## src/rtl/nfc_cmd_scheduler_if.sv

```systemverilog
// Command port between the NAND command scheduler (master) and the NFC core (slave).
interface nfc_cmd_scheduler_if;
  logic [31:0] oCmd;
  logic [31:0] oAddr;
  logic [15:0] oLen;
  logic        oCmdValid;
  logic        iCmdReady;
  logic        iCmdDone;
  logic        iCmdFail;

  modport master (
    output oCmd, oAddr, oLen, oCmdValid,
    input  iCmdReady, iCmdDone, iCmdFail
  );

  modport slave (
    input  oCmd, oAddr, oLen, oCmdValid,
    output iCmdReady, iCmdDone, iCmdFail
  );
endinterface

```

## src/rtl/nfc_cmd_scheduler.sv

```systemverilog
// Queues host NAND commands and issues them one at a time to the NFC core.
// Define NFC_SCHED_TIMEOUT_EN to build the WAIT-state watchdog (oTimeout/oAbort).
module nfc_cmd_scheduler #(
  parameter int                   FIFO_AW        = 3,
  parameter int                   TIMEOUT_W      = 24,
  parameter logic [TIMEOUT_W-1:0] TIMEOUT_CYCLES = 24'd1000000
) (
  input  logic                 clk,
  input  logic                 rst,
  input  logic [31:0]          iCommand,
  input  logic [31:0]          iAddress,
  input  logic [15:0]          iLength,
  input  logic                 iCommandValid,
  input  logic                 iFlush,
  input  logic                 iClear,
  nfc_cmd_scheduler_if.master  core,
  output logic                 oBusy,
  output logic [FIFO_AW:0]     oQueueCount,
  output logic                 oQueueFull,
  output logic                 oOverflow,
  output logic                 oFail,
  output logic [31:0]          oFailCmd,
  output logic                 oTimeout,
  output logic                 oAbort,
  output logic [15:0]          oDoneCount
);

  localparam int DEPTH = 1 << FIFO_AW;

  typedef enum logic [1:0] {IDLE, ISSUE, WAIT} state_t;

  state_t              state;
  state_t              state_next;
  logic [79:0]         mem [DEPTH];
  logic [FIFO_AW-1:0]  wr_ptr;
  logic [FIFO_AW-1:0]  rd_ptr;
  logic                push;
  logic                pop;
  logic                overflow_set;
  logic                handshake;
  logic                done_evt;
  logic                fail_evt;
  logic                abort_evt;
  logic                wdog_expired;

  // Full is decoded from the registered count, so a pop in the same cycle cannot admit a push.
  assign oQueueFull   = (oQueueCount == (FIFO_AW+1)'(DEPTH));
  assign push         = iCommandValid && !oQueueFull && !iFlush;
  assign overflow_set = iCommandValid && oQueueFull && !iFlush;

  assign core.oCmdValid = (state == ISSUE);
  assign oBusy          = (state != IDLE);

  always_comb begin
    state_next = state;
    pop        = 1'b0;
    handshake  = 1'b0;
    done_evt   = 1'b0;
    fail_evt   = 1'b0;
    abort_evt  = 1'b0;
    case (state)
      IDLE: begin
        if (oQueueCount != '0 && !iFlush) begin
          pop        = 1'b1;
          state_next = ISSUE;
        end
      end
      ISSUE: begin
        if (core.iCmdReady) begin
          handshake  = 1'b1;
          state_next = WAIT;
        end
      end
      WAIT: begin
        // A completion in the same cycle as watchdog expiry counts as a normal completion.
        if (core.iCmdDone) begin
          done_evt   = 1'b1;
          fail_evt   = core.iCmdFail;
          state_next = IDLE;
        end else if (wdog_expired) begin
          abort_evt  = 1'b1;
          state_next = IDLE;
        end
      end
      default: state_next = IDLE;
    endcase
  end

  always_ff @(posedge clk or posedge rst) begin
    if (rst) state <= IDLE;
    else     state <= state_next;
  end

  always_ff @(posedge clk) begin
    if (push) mem[wr_ptr] <= {iCommand, iAddress, iLength};
  end

  // Flush only empties the queue; a command already handed to ISSUE/WAIT carries on.
  always_ff @(posedge clk or posedge rst) begin
    if (rst) begin
      wr_ptr      <= '0;
      rd_ptr      <= '0;
      oQueueCount <= '0;
    end else if (iFlush) begin
      wr_ptr      <= '0;
      rd_ptr      <= '0;
      oQueueCount <= '0;
    end else begin
      if (push) wr_ptr <= wr_ptr + 1'b1;
      if (pop)  rd_ptr <= rd_ptr + 1'b1;
      if (push && !pop)      oQueueCount <= oQueueCount + 1'b1;
      else if (pop && !push) oQueueCount <= oQueueCount - 1'b1;
    end
  end

  always_ff @(posedge clk or posedge rst) begin
    if (rst) begin
      core.oCmd  <= '0;
      core.oAddr <= '0;
      core.oLen  <= '0;
      oDoneCount <= '0;
      oFailCmd   <= '0;
      oOverflow  <= 1'b0;
      oFail      <= 1'b0;
    end else begin
      if (pop) {core.oCmd, core.oAddr, core.oLen} <= mem[rd_ptr];
      if (done_evt || abort_evt) oDoneCount <= oDoneCount + 1'b1;
      if (fail_evt || abort_evt) oFailCmd <= core.oCmd;
      if (overflow_set) oOverflow <= 1'b1;
      else if (iClear)  oOverflow <= 1'b0;
      if (fail_evt)     oFail <= 1'b1;
      else if (iClear)  oFail <= 1'b0;
    end
  end

`ifdef NFC_SCHED_TIMEOUT_EN
  logic [TIMEOUT_W-1:0] wdog;

  assign wdog_expired = (state == WAIT) && (wdog == TIMEOUT_CYCLES - 1'b1);

  always_ff @(posedge clk or posedge rst) begin
    if (rst) begin
      wdog     <= '0;
      oAbort   <= 1'b0;
      oTimeout <= 1'b0;
    end else begin
      if (handshake)          wdog <= '0;
      else if (state == WAIT) wdog <= wdog + 1'b1;
      oAbort <= abort_evt;
      if (abort_evt)   oTimeout <= 1'b1;
      else if (iClear) oTimeout <= 1'b0;
    end
  end
`else
  assign wdog_expired = 1'b0;
  assign oTimeout     = 1'b0;
  assign oAbort       = 1'b0;
`endif

endmodule

```

## src/flat_wrapper.sv

```systemverilog
// flat-port wrapper written by rule: the top's interface ports become plain ports
module nfc_cmd_scheduler_flat 
#(
  parameter int                   FIFO_AW        = 3,
  parameter int                   TIMEOUT_W      = 24,
  parameter logic [TIMEOUT_W-1:0] TIMEOUT_CYCLES = 24'd1000000
)
  (clk, rst, iCommand, iAddress, iLength, iCommandValid, iFlush, iClear, oBusy, oQueueCount, oQueueFull, oOverflow, oFail, oFailCmd, oTimeout, oAbort, oDoneCount, core_oCmd, core_oAddr, core_oLen, core_oCmdValid, core_iCmdReady, core_iCmdDone, core_iCmdFail);
  nfc_cmd_scheduler_if core_i ();
  input  logic clk;
  input  logic rst;
  input  logic [31:0] iCommand;
  input  logic [31:0] iAddress;
  input  logic [15:0] iLength;
  input  logic iCommandValid;
  input  logic iFlush;
  input  logic iClear;
  output logic oBusy;
  output logic [FIFO_AW:0] oQueueCount;
  output logic oQueueFull;
  output logic oOverflow;
  output logic oFail;
  output logic [31:0] oFailCmd;
  output logic oTimeout;
  output logic oAbort;
  output logic [15:0] oDoneCount;
  output wire logic [$bits(core_i.oCmd)-1:0] core_oCmd;
  output wire logic [$bits(core_i.oAddr)-1:0] core_oAddr;
  output wire logic [$bits(core_i.oLen)-1:0] core_oLen;
  output wire logic [$bits(core_i.oCmdValid)-1:0] core_oCmdValid;
  input wire logic [$bits(core_i.iCmdReady)-1:0] core_iCmdReady;
  input wire logic [$bits(core_i.iCmdDone)-1:0] core_iCmdDone;
  input wire logic [$bits(core_i.iCmdFail)-1:0] core_iCmdFail;
  assign core_oCmd = core_i.oCmd;
  assign core_oAddr = core_i.oAddr;
  assign core_oLen = core_i.oLen;
  assign core_oCmdValid = core_i.oCmdValid;
  assign core_i.iCmdReady = core_iCmdReady;
  assign core_i.iCmdDone = core_iCmdDone;
  assign core_i.iCmdFail = core_iCmdFail;
  nfc_cmd_scheduler #(.FIFO_AW(FIFO_AW), .TIMEOUT_W(TIMEOUT_W), .TIMEOUT_CYCLES(TIMEOUT_CYCLES)) u_core (.clk(clk), .rst(rst), .iCommand(iCommand), .iAddress(iAddress), .iLength(iLength), .iCommandValid(iCommandValid), .iFlush(iFlush), .iClear(iClear), .core(core_i), .oBusy(oBusy), .oQueueCount(oQueueCount), .oQueueFull(oQueueFull), .oOverflow(oOverflow), .oFail(oFail), .oFailCmd(oFailCmd), .oTimeout(oTimeout), .oAbort(oAbort), .oDoneCount(oDoneCount));
endmodule
```

## config.mk

```make
export PLATFORM = sky130hd
export DESIGN_NAME = nfc_cmd_scheduler_flat
export DESIGN_NICKNAME = d
export VERILOG_FILES = /design/src/rtl/nfc_cmd_scheduler_if.sv /design/src/rtl/nfc_cmd_scheduler.sv /design/src/flat_wrapper.sv
export SDC_FILE = /design/constraint.sdc
export NUM_CORES = 1
export LEC_CHECK = 0
export BUFFER_PORTS_ARGS = -buffer_cell sky130_fd_sc_hd__buf_2
export CORE_ASPECT_RATIO = 1.5
export CORE_MARGIN = 8
export CORE_UTILIZATION = 59
export CTS_BUF_LIST = sky130_fd_sc_hd__clkbuf_2
export CTS_CLUSTER_DIAMETER = 120
export DETAILED_ROUTE_END_ITERATION = 16
export PLACE_DENSITY = 0.85
export RECOVER_POWER = 50
export SETUP_SLACK_MARGIN = 0.05
export SKIP_LAST_GASP = 1
export SYNTH_ARGS = -nofsm -noshare
export SYNTH_HDL_FRONTEND = slang
export SYNTH_SLANG_ARGS = --single-unit
```

## constraint.sdc

```tcl
create_clock -name clk -period 18.5 [get_ports clk]
set_clock_uncertainty 0.05 [all_clocks]
set_input_delay 3.7 -clock clk [delete_from_list [all_inputs] [get_ports clk]]
set_output_delay 3.7 -clock clk [all_outputs]
set_load 0.02 [all_outputs]
```

## Yosys cells after proc, flatten, opt, wreduce, memory -nomap -nowiden

Memories as Yosys holds them, arrays and structs flattened. A register that Yosys moved wholly into a read port is not among the register bits.
Index checks and enable logic that the tools add are counted.
Widths: inputs -> output; s select.

- Bits in registers: 62
- Memory bits (writable): 640
- Input bits: 88
- Output and inout bits: 139
- Logic and storage cells: 62
- Memories: 1

Memories:

| name | depth | bits a word | rd ports | clocked after memory_dff | wr ports | RTL line | RTL |
|---|---|---|---|---|---|---|---|
| u_core.mem | 8 | 80 | 1 | 1 | 1 | nfc_cmd_scheduler.sv:34 | `logic [79:0] mem [DEPTH];` |

- $add $sub $neg: 5
- Equality and inequality tests: 6
- Multiplexer cells: 22
- Reduce and logical (&&, ||, !) cells: 20

Operators with widths:

| cell | count |
|---|---|
| $add 16x1->16 const B | 1 |
| $mux 3 | 4 |
| $mux 4 | 3 |
| $mux 1 | 11 |
| $reduce_bool 2->1 | 5 |
| $logic_and 1x1->1 | 7 |
| $add 3x1->3 const B | 2 |
| $mux 2 | 3 |
| $pmux 2 s3 | 1 |
| $add 4x1->4 const B | 1 |
| $eq 4x4->1 const B | 1 |
| $logic_not 1->1 | 4 |
| $ne 2x1->1 const B | 2 |
| $reduce_bool 4->1 | 1 |
| $sub 4x1->4 const B | 1 |
| $reduce_and 3->1 | 1 |
| $reduce_bool 3->1 | 1 |
| $eq 2x1->1 const B | 1 |
| $eq 2x2->1 const B | 1 |
| $logic_not 2->1 | 1 |
| $ne 2x2->1 const B | 1 |

## Depth between registers and ports, before layout

Gate-level depths: netlist of the first run.

- Depth in word-level cells: 9
- Depth in mapped cells: 11
- Gate-level depth less buffers: 9

## Worst setup path after synthesis of the first run

Ideal clock, no wire load.

- Path type: input to register
- Start point: input iCommandValid
- End point: memory u_core.mem[0][0] (enable)
- Library setup time: 616 ps
- Data arrival time: 9616 ps
- Data required time: 17834 ps
- Slack: 8218 ps
- Stages on the path: 4
- Path buffers: 0
- Cell sequence: inv_1 nor3_1 nand2b_1 nor3_1

- Longest elaborated chain between the ends: 4

RTL lines:

| element | RTL line | RTL |
|---|---|---|
| start, declared | flat_wrapper.sv:15 | `input logic iCommandValid;` |
| $logic_and 1x1->1 (2 in series) | nfc_cmd_scheduler.sv:48 | `assign push = iCommandValid && !oQueueFull && !iFlush;` |
| $mux 1 | nfc_cmd_scheduler.sv:95 | `if (push) mem[wr_ptr] <= {iCommand, iAddress, iLength};` |
| $mux 1 (implied by the code) | nfc_cmd_scheduler.sv:95 |  |
| end, declared | nfc_cmd_scheduler.sv:34 |  |

Every way passes these cells.

==> summary.md, run 1 <==
| Metric | Value |
|---|---|
| Run status | `finished with violations` |
| Failing checks | `capacitance limit, slew limit` |
| Max clock buf depth | `3` |
| Initial core utilization | `0.595` |
| Kind of critical path | `input port to asynchronous set/reset pin` |
| Most frequent cells after synthesis | `edfxtp_1 (640), mux4_2 (161), dfrtp_1 (142), nand2_1 (95), mux2i_1 (80)` |
| Critical path data arrival time | `8.40 ns` |
| Main flop type after synthesis | `edfxtp_1` |
| Post-CTS Resized | `0` |
| Root Driver | `clkbuf_2` |
| Rel. slew slack | `-1.74` |
| Routed WL per cell | `23.7 um` |
| Synth area leaders | `edfxtp_1 (65%), mux4_2 (12%), dfrtp_1 (12%)` |
| Slew Limit Fails | `260` |
| Total negative setup slack | `0 ns` |
| Largest net degree at the start of global routing | `127` |
| Site Rows | `100` |
| Async set-reset flop share out of synthesis | `0.182` |
| Worst VDD drop | `0.0799 mV` |
| Most frequent cell after synthesis | `edfxtp_1` |
| Sequential fraction of the synthesis area | `0.774` |
| Post-CTS Hold Fix Bufs | `0` |
| Worst-Skew Late Latency | `1.16 ns` |
| Final period utilization | `0.446` |
| CP Launch Type | `input port` |
| Synth Cell Area | `29400 um2` |
| Area growth, synth to finish | `11.1%` |
| Yosys warnings | `0` |
| CP max FO | `93` |
| Area leader, netlist | `edfxtp_1` |
| Final Setup Violations | `0` |
| Iteration-0 DRC Markers | `915` |
| Overflow after GRT | `0` |
| Post-synth EDFFs | `640` |
| Total wire length | `60.7 mm` |
| Initial antenna violation count | `15` |
| Fill cells | `3237` |
| Total Routing Usage GR | `0.215` |
| Syn_area_per_cell | `20.8 um2` |
| Hold Fails Final Rpt | `0` |
| H-tree level count | `4` |
| Vias | `14800` |
| Register clock-pin slew on the reported worst setup and hold paths | `0.11 ns` |
| Maxcap violations | `4` |
| Final min period | `8.25 ns` |
| HP Class | `register to register` |
| Drt drc | `0` |
| Core region area | `49400 um2` |
| Post-layout instance area | `32700 um2` |
| Die area | `57400 um2` |
| Unrepaired setup endpoints after global routing | `no` |
| Initial DRT Pass Iterations | `7` |
| First-pass GRT wire length | `91.2 mm` |
| Top cell type's share of synthesized area | `0.653` |
| Final nets | `1846` |
| Port Buffers | `224` |
| Leak | `11.4 nW` |
| Via-per-instance ratio | `5.78` |
| Die Wd | `198 um` |
| Synthesized flop and latch total | `782` |
| Nature of the critical path endpoint | `asynchronous set/reset pin` |
| GP Congestion | `0.774` |
| Area after DPL | `31200 um2` |
| Vias in the first global route | `15700` |
| CP required | `18.65 ns` |
| Num CTS Buffers | `167` |
| Slew @ Worst Pin | `4.09 ns` |
| Placed cell count | `2246` |
| Antenna-violating nets left | `0` |
| Ports | `227` |
| Post-synth cell types | `44` |
| CTS Sinks | `782` |
| Final std cells w/o fill | `2557` |
| Max Clock Freq | `0.121 GHz` |
| Die height | `289 um` |
| Dpl hpwl | `35.9 mm` |
| Cells after Synth | `1413` |
| Post-CTS setup buffers | `0` |
| TritonCTS clock tree | `yes` |
| Pwr dens | `132 nW/um2` |
| Share of cells above drive strength 1 | `0.329` |
==> cell type report <==
cell class / instances / area [um2] / area share
clock buffers: 233 / 1170 / 0.0357
flip-flops and latches: 782 / 22800 / 0.697
multi-input cells: 550 / 6290 / 0.192
diodes: 9 / 22.5 / 0.000689
clock inverters: 69 / 387 / 0.0118
inverters: 11 / 55.1 / 0.00168
repair buffers: 240 / 1150 / 0.0351
well taps: 663 / 830 / 0.0254
==> routing by layer <==
metal	track usage	routed length [um]	up-vias	part of all wire
li1	-	-	6473	-
met1	0.248	22100	7596	0.36
met2	0.381	33200	587	0.55
met3	0.0464	3790	115	0.062
met4	0.0947	1650	2	0.027
met5	0	13	-	0.00021
==> cell usage in the layout, fill, tap and decap left out, drive strengths merged, types with 3 or more instances in the layout <==
| cell | count |
|---|---|
| edfxtp | 640 |
| clkbuf | 317 |
| mux4 | 161 |
| buf | 156 |
| dfrtp | 142 |
| nand2 | 95 |
| o21ai | 87 |
| mux2i | 80 |
| clkinv | 61 |
| mux2 | 33 |
| nor2 | 17 |
| inv | 14 |
| xor2 | 10 |
| nand3 | 10 |
| diode | 9 |
| xnor2 | 9 |
| nor3 | 8 |
| nand2b | 6 |
| ha | 5 |
| nand4 | 3 |
| a21oi | 3 |
| bufinv | 3 |
==> sequential cells by signal (all words and copies together), names as in the netlist <==
signal,count
u_core.oFailCmd,32
u_core.oFail,1
u_core.mem,640
u_core.state,2
u_core.oDoneCount,16
u_core.rd_ptr,3
u_core.core.oLen,16
u_core.oOverflow,1
u_core.wr_ptr,3
u_core.core.oAddr,32
u_core.core.oCmd,32
u_core.oQueueCount,4
==> critical path, stage by stage <==
cell        delay, ns
buf_2            0.11
clkinvlp_2       2.29
clkbuf_1         2.25
==> logic make-up (layout without fill, tap and decap cells) <==
group                    count (synthesis)  in the layout  share of synthesized area
adder cells (fa/ha/maj)                  6              6                    0.00281
flip-flops                             782            782                      0.774
AO/OA/AOI/OAI                           96             96                     0.0176
AND/OR/NAND/NOR                        153            153                     0.0233
buffers and inverters                   82            553                     0.0133
multiplexers                           274            274                      0.163
other                                    1             11                   0.000127
XOR/XNOR                                19             19                    0.00566
==> power by group <==
part           switching, mW  internal [mW]  total (mW)
clock network          0.636          0.390        1.03
logic                  0.619          0.460        1.08
registers              0.132           2.08        2.21
total                   1.39           2.93        4.32
==> path summary, 6_finish.rpt <==
kind	from	end	slack, ns	depth (start not counted)
min in group asynchronous	rst	u_core.core.oCmd[2]$_DFFE_PP0P_	3.71	2
min reg2reg	u_core.oDoneCount[15]$_DFFE_PP0P_	u_core.oDoneCount[15]$_DFFE_PP0P_	0.42	1
max in group clk	iFlush	u_core.oQueueCount[3]$_DFFE_PP0P_	11.70	9
min	u_core.oDoneCount[15]$_DFFE_PP0P_	u_core.oDoneCount[15]$_DFFE_PP0P_	0.42	1
max reg2reg	u_core.oQueueCount[0]$_DFFE_PP0P_	u_core.oQueueCount[3]$_DFFE_PP0P_	13.81	8
max	rst	u_core.rd_ptr[2]$_DFFE_PP0P_	10.25	3
==> per-stage QoR <==
stage                     setup WS [ns]  utilization  power [mW]  hold slack (ns)
after global placement            11.65        0.632        3.33            0.402
after global routing               9.05        0.661        4.55            0.438
final                             10.25        0.661        4.32            0.419
after floorplan                    8.22            -        3.01            0.493
after CTS                         11.89        0.664        4.39            0.425
after detailed placement          11.56        0.632        3.37            0.405
Power figures use the tool's default switching activity.
==> run 2, diff against run 1 <==
--- a/config.mk
+++ b/config.mk
@@ -5,6 +5,7 @@
 export SDC_FILE = /design/constraint.sdc
 export NUM_CORES = 1
 export LEC_CHECK = 0
+export ABC_AREA = 1
 export BUFFER_PORTS_ARGS = -buffer_cell sky130_fd_sc_hd__buf_2
 export CORE_ASPECT_RATIO = 1.5
 export CORE_MARGIN = 8
@@ -12,7 +13,7 @@
 export CTS_BUF_LIST = sky130_fd_sc_hd__clkbuf_2
 export CTS_CLUSTER_DIAMETER = 120
 export DETAILED_ROUTE_END_ITERATION = 16
-export PLACE_DENSITY = 0.85
+export PLACE_DENSITY = 0.84
 export RECOVER_POWER = 50
 export SETUP_SLACK_MARGIN = 0.05
 export SKIP_LAST_GASP = 1
==> constraint.sdc (replaced) <==
create_clock -name clk -period 8 [get_ports clk]
set_clock_uncertainty 0.05 [all_clocks]
set_input_delay 1.6 -clock clk [delete_from_list [all_inputs] [get_ports clk]]
set_output_delay 1.6 -clock clk [all_outputs]
set_load 0.02 [all_outputs]
==> summary.md, run 2 <==
| Metric | Value |
|---|---|
| Largest net degree at the start of global routing | `183 (+44%)` |
| Leak | `12.4 nW (+8.7%)` |
| Sequential fraction of the synthesis area | `0.749 (-0.0254)` |
| Top cell type's share of synthesized area | `0.632 (-0.0214)` |
| Register clock-pin slew on the reported worst setup and hold paths | `0.11 ns (about the same)` |
| Clk pwr share | `0.236 (about the same)` |
| Final min period | `5.72 ns` |
| Cells after Synth | `2340 (+66%)` |
| Slew @ Worst Pin | `3.95 ns (-0.147 ns)` |
| Root Driver | `clkbuf_2` |
| Core region area | `51300 um2 (+3.8%)` |
| Most frequent cells in the layout | `edfxtp_1 (640), nor2_1 (343), o21ai_0 (311), clkbuf_2 (240), nand2_1 (216)` |
| Sequential share of power | `0.490 (-0.023)` |
| Area leader, netlist | `edfxtp_1` |
| NetSw | `3.84 mW (+180%)` |
| Pint | `6.66 mW (+130%)` |
| Nature of the critical path endpoint | `register` |
| First-pass GRT wire length | `111 mm (+21%)` |
| Final std cells w/o fill | `3424 (+34%)` |
| Vias in the first global route | `20600 (+31%)` |
| Max reg flops | `640 (unchanged)` |
| Maxcap violations | `6 (+2)` |
| GP Congestion | `0.857 (+11%)` |
| CP required | `8.98 ns (-9.67 ns)` |
| Die area | `59200 um2 (+3.2%)` |
| Unrepaired setup endpoints after global routing | `no` |
| Worst VDD drop | `0.266 mV (+230%)` |
| Post-synth cell types | `32 (-27%)` |
| Final nets | `2695 (+46%)` |
| Yosys warnings | `0 (unchanged)` |
| Drt drc | `0 (unchanged)` |
| Post-synth EDFFs | `640 (unchanged)` |
| Post-CTS Hold Fix Bufs | `0 (unchanged)` |
| Pwr dens | `314 nW/um2 (+140%)` |
| Comb power frac | `0.274 (+0.024)` |
| CP max FO | `83 (-11%)` |
| Final core occ | `0.651 (-0.00999)` |
| Area growth, synth to finish | `9.85%` |
| Share of cells above drive strength 1 | `0.171 (-0.158)` |
| CTS Sinks | `782 (unchanged)` |
| Synth Cell Area | `30400 um2 (+3.4%)` |
| Dpl hpwl | `40.9 mm (+14%)` |
| Critical path data arrival time | `6.70 ns (-1.70 ns)` |
| Iteration-0 DRC Markers | `1983 (+120%)` |
| Routed WL per cell | `21.1 um (-11%)` |
| Die height | `294 um (+1.6%)` |
| CP Launch Type | `input port` |
| Total wire length | `72.4 mm (+19%)` |
| Ports | `227 (unchanged)` |
| Via-per-instance ratio | `5.87 (+1.5%)` |
| Site Rows | `102 (+2.0%)` |
| Run status | `finished with violations` |
| H-tree level count | `4 (unchanged)` |
| Overflow after GRT | `0 (unchanged)` |
| Final Setup Violations | `0 (unchanged)` |
| Final period utilization | `0.715` |
| Most frequent cell after synthesis | `edfxtp_1` |
| Rel. slew slack | `-1.64 (+0.0988)` |
| Post-CTS Resized | `0 (unchanged)` |
| Max clock buf depth | `3 (unchanged)` |
| Main flop type after synthesis | `edfxtp_1` |
| Post-CTS setup buffers | `0 (unchanged)` |
| Antenna-violating nets left | `0 (unchanged)` |
| Top reg by flops | `u_core.mem` |
| Die Wd | `201 um (+1.5%)` |
| Max Clock Freq | `0.175 GHz` |
| Slowest-stage cell, CP | `nand2_1` |
| Most common library cell in the layout ignoring fill and taps | `edfxtp_1` |
| Initial antenna violation count | `12 (-3)` |
| Total Routing Usage GR | `0.238 (+0.0235)` |
| Synth area leaders | `edfxtp_1 (63%), dfrtp_1 (12%), o21ai_0 (5.1%)` |
| Syn_area_per_cell | `13.0 um2 (-38%)` |
| Failing checks | `capacitance limit, slew limit` |
| Num CTS Buffers | `164 (-1.8%)` |
| Worst-Skew Late Latency | `1.17 ns (about the same)` |
| Total negative setup slack | `0 ns (unchanged)` |
| Slew Limit Fails | `305 (+17%)` |
| CP cell instances | `clkbuf_1 -> inv_1 -> nand3_1 -> inv_1 -> nand2_1 -> nand2_1 -> ha_1 -> a21oi_1 -> nand3_1 -> nand3_1 -> nand2_1 -> nand2_1 -> nand2_1` |
| Switching part of the total | `0.366 (+0.0448)` |
| HP Class | `register to register` |
| Hold Fails Final Rpt | `0 (unchanged)` |
| Synthesized flop and latch total | `782 (unchanged)` |
| Overall power | `10.5 mW (+140%)` |
| TritonCTS clock tree | `yes` |
| Async set-reset flop share out of synthesis | `0.182 (unchanged)` |
| Initial core utilization | `0.593 (-0.00237)` |
| Port Buffers | `224 (unchanged)` |
| Initial DRT Pass Iterations | `5 (-2)` |
| Vias | `20100 (+36%)` |
| Most frequent cells after synthesis | `edfxtp_1 (640), nor2_1 (347), o21ai_0 (311), nand2_1 (215), o211ai_1 (160)` |
| Kind of critical path | `input port to register` |
| Slowest Stage Delay on Critical Path | `2.64 ns (+0.35 ns)` |
| CP dominant cell by count | `nand2_1` |
| Placed cell count | `3111 (+39%)` |
==> run 2: cell type report <==
type | instances | area [um2]
tap | 676 | 846
clock buffer | 239 | 1200
clock inverter | 65 | 420
multi-input combinational | 1296 | 6540
antenna | 9 | 22.5
sequential | 782 | 22800
inverter | 116 | 445
fill | 3625 | 17900
timing repair buffer | 241 | 1160
==> run 2: cell families after synthesis <==
group	count (synthesis)	synth area share
buf+inv	263	0.0373
simple gates	667	0.0874
flops	782	0.749
other cells	1	0.000123
mux	33	0.0122
xor+xnor	11	0.00317
fa+ha+maj	6	0.00272
compound gates	577	0.108
==> run 2: path summary, 6_finish.rpt <==
path	slack, ns	depth (start not counted)	from	end
worst max-delay path	2.28	13	iFlush	u_core.oQueueCount[3]$_DFFE_PP0P_
worst min-delay path	0.43	1	u_core.oDoneCount[15]$_DFFE_PP0P_	u_core.oDoneCount[15]$_DFFE_PP0P_
worst max register to register	2.53	12	u_core.state[1]$_DFFE_PP0P_	u_core.oQueueCount[3]$_DFFE_PP0P_
worst min register to register	0.43	1	u_core.oDoneCount[15]$_DFFE_PP0P_	u_core.oDoneCount[15]$_DFFE_PP0P_
max in group asynchronous	3.06	3	rst	u_core.core.oCmd[19]$_DFFE_PP0P_
min in group asynchronous	1.59	2	rst	u_core.oFailCmd[9]$_DFFE_PP0P_
==> run 2: worst max-delay path, delay by kind of cell <==
kind / cells / cell delay [ns]
AND/OR/NAND/NOR: 8 / 3.96
buffers and inverters: 3 / 0.33
adder cells (fa/ha/maj): 1 / 0.57
AO/OA/AOI/OAI: 1 / 0.22
==> run 2: power by group through the flow <==
stage / logic, mW / registers, mW / clock network (mW)
3_3_place_gp: 2.72 / 5.20 / 0
2_1_floorplan: 1.71 / 5.42 / 0
6_report: 2.87 / 5.15 / 2.48
3_5_place_dp: 2.86 / 5.23 / 0
5_1_grt: 3.17 / 5.19 / 2.71
4_1_cts: 2.87 / 5.14 / 2.51
==> run 2: metal layers <==
| layer | up-vias | GRT usage | share of wire |
|---|---|---|---|
| met5 | - | 0 | 0.00052 |
| met2 | 1065 | 0.417 | 0.52 |
| met1 | 9811 | 0.274 | 0.37 |
| li1 | 9048 | - | - |
| met3 | 158 | 0.0553 | 0.084 |
| met4 | 6 | 0.117 | 0.033 |
==> run 2: metrics by stage <==
stage | instance area (um2) | setup WS, ns | hold WS [ns]
final | 33400 | 2.28 | 0.433
after global placement | 31900 | 3.31 | 0.406
after global routing | 33400 | 1.99 | 0.450
after detailed placement | 31900 | 3.17 | 0.416
after floorplan | 30400 | 1.96 | 0.422
after CTS | 33500 | 4.07 | 0.435
==> run 3, diff against run 2 <==
--- a/config.mk
+++ b/config.mk
@@ -9,7 +9,7 @@
 export BUFFER_PORTS_ARGS = -buffer_cell sky130_fd_sc_hd__buf_2
 export CORE_ASPECT_RATIO = 1.5
 export CORE_MARGIN = 8
-export CORE_UTILIZATION = 59
+export CORE_UTILIZATION = 56
 export CTS_BUF_LIST = sky130_fd_sc_hd__clkbuf_2
 export CTS_CLUSTER_DIAMETER = 120
 export DETAILED_ROUTE_END_ITERATION = 16
==> constraint.sdc (replaced) <==
create_clock -name clk -period 4.86 [get_ports clk]
set_clock_uncertainty 0.05 [all_clocks]
set_input_delay 0.972 -clock clk [delete_from_list [all_inputs] [get_ports clk]]
set_output_delay 0.972 -clock clk [all_outputs]
set_load 0.02 [all_outputs]
==> summary.md, run 3 (same netlist as run 2, synthesis figures left out) <==
| Metric | Value |
|---|---|
| Register clock-pin slew on the reported worst setup and hold paths | `0.12 ns (about the same)` |
| Slowest-stage cell, CP | `clkbuf_1` |
| Die height | `301 um (+2.5%)` |
| Hold Startpoint | `iAddress[25]` |
| Most frequent cells in the layout | `edfxtp_1 (640), nor2_1 (342), o21ai_0 (311), clkbuf_2 (262), nand2_1 (215)` |
| Root Driver | `clkbuf_2` |
| Total wire length | `72.0 mm (-0.55%)` |
| Clk pwr share | `0.241 (+0.005)` |
| Port Buffers | `224 (unchanged)` |
| Slew Limit Fails | `209 (-31%)` |
| Slew @ Worst Pin | `2.20 ns (-1.74 ns)` |
| Rel. slew slack | `-0.467 (+1.18)` |
| Num CTS Buffers | `165 (+0.61%)` |
| Kind of critical path | `input port to register` |
| Max reg flops | `640 (unchanged)` |
| NetSw | `6.30 mW (+64%)` |
| Dpl hpwl | `40.0 mm (-2.1%)` |
| Worst Hold End | `u_core.mem[7][41]$_DFFE_PP_` |
| Via-per-instance ratio | `5.74 (-2.2%)` |
| Vias | `20200 (+0.72%)` |
| M1 WL | `27.5 mm (+3.4%)` |
| Setup crit start | `iFlush` |
| FF-to-FF Start | `u_core.oQueueCount[2]$_DFFE_PP0P_` |
| Worst r2r path cells | `8 (-4)` |
| Routed WL per cell | `20.4 um (-3.5%)` |
| First-pass GRT wire length | `112 mm (+0.87%)` |
| CTS Sinks | `782 (unchanged)` |
| RR Endpoint | `u_core.core.oAddr[8]$_DFFE_PP0P_` |
| Initial antenna violation count | `10 (-2)` |
| TritonCTS clock tree | `yes` |
| Overflow after GRT | `0 (unchanged)` |
| CP cell instances | `dlygate4sd3_1 -> buf_2 -> inv_2 -> nand3_1 -> nor2_4 -> clkbuf_1 -> buf_4 -> nand3_1 -> nand2_1` |
| Run status | `finished with violations` |
| Worst hold slack | `0.164 ns (-0.269 ns)` |
| Setup slack after placement | `1.43 ns (-1.74 ns)` |
| Max Clock Freq | `0.279 GHz` |
| HP Class | `input port to register` |
| Storage element area | `22800 um2 (unchanged)` |
| Switching part of the total | `0.360 (-0.00583)` |
| Iteration-0 DRC Markers | `2231 (+13%)` |
| Pint | `11.2 mW (+68%)` |
| Core region area | `53700 um2 (+4.8%)` |
| Share of cells above drive strength 1 | `0.177 (+0.00593)` |
| CP max FO | `56 (-33%)` |
| Critical path data arrival time | `4.56 ns (-2.14 ns)` |
| Final period utilization | `0.738` |
| Final core occ | `0.642 (-0.00944)` |
| CP required | `5.84 ns (-3.14 ns)` |
| Bufs and invs on worst path | `5 (+2)` |
| H-tree level count | `4 (unchanged)` |
| Unrepaired setup endpoints after global routing | `no` |
| Die Wd | `206 um (+2.4%)` |
| Stages on the worst setup path | `9 (-4)` |
| Initial core utilization | `0.566 (-0.0269)` |
| Top Layer Used | `met5` |
| Total Routing Usage GR | `0.231 (-0.00729)` |
| DR WL met3 | `5.86 mm (-3.4%)` |
| Antenna-violating nets left | `0 (unchanged)` |
| Leak | `12.9 nW (+4.0%)` |
| Final worst slack | `1.28 ns (-1.01 ns)` |
| Met2 wire length | `36.4 mm (-2.5%)` |
| Final min period | `3.58 ns` |
| Vias in the first global route | `21200 (+3.0%)` |
| Hold Fails Final Rpt | `0 (unchanged)` |
| CP Launch Type | `input port` |
| Reg2reg setup slack | `1.31 ns (-1.22 ns)` |
| Top delay family on crit path | `buffers and inverters` |
| Drt drc | `0 (unchanged)` |
| Sequential share of power | `0.484 (-0.006)` |
| Final nets | `2781 (+3.2%)` |
| Site Rows | `104 (+2.0%)` |
| Ports | `227 (unchanged)` |
| CP dominant cell by count | `nand3_1` |
| Fill cells | `3805 (+5.0%)` |
| Nature of the critical path endpoint | `register` |
| Area growth, synth to finish | `13.4%` |
| Max clock buf depth | `3 (unchanged)` |
| Final Setup Violations | `0 (unchanged)` |
| Die area | `62200 um2 (+5.0%)` |
| Worst VDD drop | `0.368 mV (+39%)` |
| Initial DRT Pass Iterations | `6 (+1)` |
| Post-CTS Resized | `0 (unchanged)` |
| Pwr dens | `507 nW/um2 (+61%)` |
| Failing checks | `capacitance limit, slew limit` |
| Area of the multi-input gates | `6550 um2 (+0.23%)` |
| GP Congestion | `0.811 (-5.4%)` |
| Comb power frac | `0.274 (about the same)` |
| Overall power | `17.5 mW (+67%)` |
| Hold path cells | `1 (unchanged)` |
| Most common library cell in the layout ignoring fill and taps | `edfxtp_1` |
| Maxcap violations | `5 (-1)` |
| Top reg by flops | `u_core.mem` |
| Worst-Skew Late Latency | `1.18 ns (about the same)` |
| Slowest Stage Delay on Critical Path | `1.29 ns (-1.35 ns)` |
| Largest net degree at the start of global routing | `188 (+2.7%)` |
==> run 3: cell count changes in the layout (fill, tap and decap cells not counted), sizes merged, moves of 2 or more <==
| cell | delta |
|---|---|
| inv | -2 |
| dlygate4sd3 | +73 |
| clkinvlp | -3 |
| clkinv | -15 |
| bufinv | +2 |
| clkbuf | +25 |
| buf | +9 |
==> run 3: final cells by class <==
cell class / count / share of cell area
flip-flops and latches: 782 / 0.661
well taps: 689 / 0.0250
inverters: 116 / 0.0130
multi-input cells: 1296 / 0.190
clock buffers: 261 / 0.0379
clock inverters: 47 / 0.0110
repair buffers: 326 / 0.0617
diodes: 10 / 0.000726
==> run 3: how the worst max path moves through the flow <==
stage	slack, ns	to
after floorplan	-0.55	u_core.mem[0][0]$_DFFE_PP_
after global placement	1.48	u_core.mem[2][37]$_DFFE_PP_
after detailed placement	1.43	u_core.mem[2][35]$_DFFE_PP_
after CTS	1.52	oQueueFull
after global routing	1.19	u_core.core.oCmd[15]$_DFFE_PP0P_
final	1.28	u_core.core.oAddr[8]$_DFFE_PP0P_
==> run 3: power by group through the flow <==
stage / combinational (mW) / clock (mW) / sequential (mW)
finish: 4.80 / 4.22 / 8.47
global route: 5.29 / 4.64 / 8.56
CTS: 4.83 / 4.31 / 8.47
detailed placement: 4.75 / 0 / 8.61
global placement: 4.50 / 0 / 8.57
floorplan: 2.82 / 0 / 8.92
==> run 3: per-stage QoR <==
stage | instance area, um2 | TNS (ns) | instances
floorplan | 30400 | -349.92 | 2341
global placement | 32200 | 0 | 3136
detailed placement | 32200 | 0 | 3136
CTS | 34600 | 0 | 3517
global route | 34500 | 0 | 3522
finish | 34500 | 0 | 3527
==> run 3: timing repair <==
item / CTS / global route
buffers inserted: 0 / 0
endpoints found under the hold margin: 505 / 0
hold buffers: 73 / 0
==> run 3: routing by layer <==
layer  track usage  vias up
met4         0.116        4
met3        0.0515      157
met2         0.387      990
li1              -     9223
met1         0.279     9858
met5             0        -
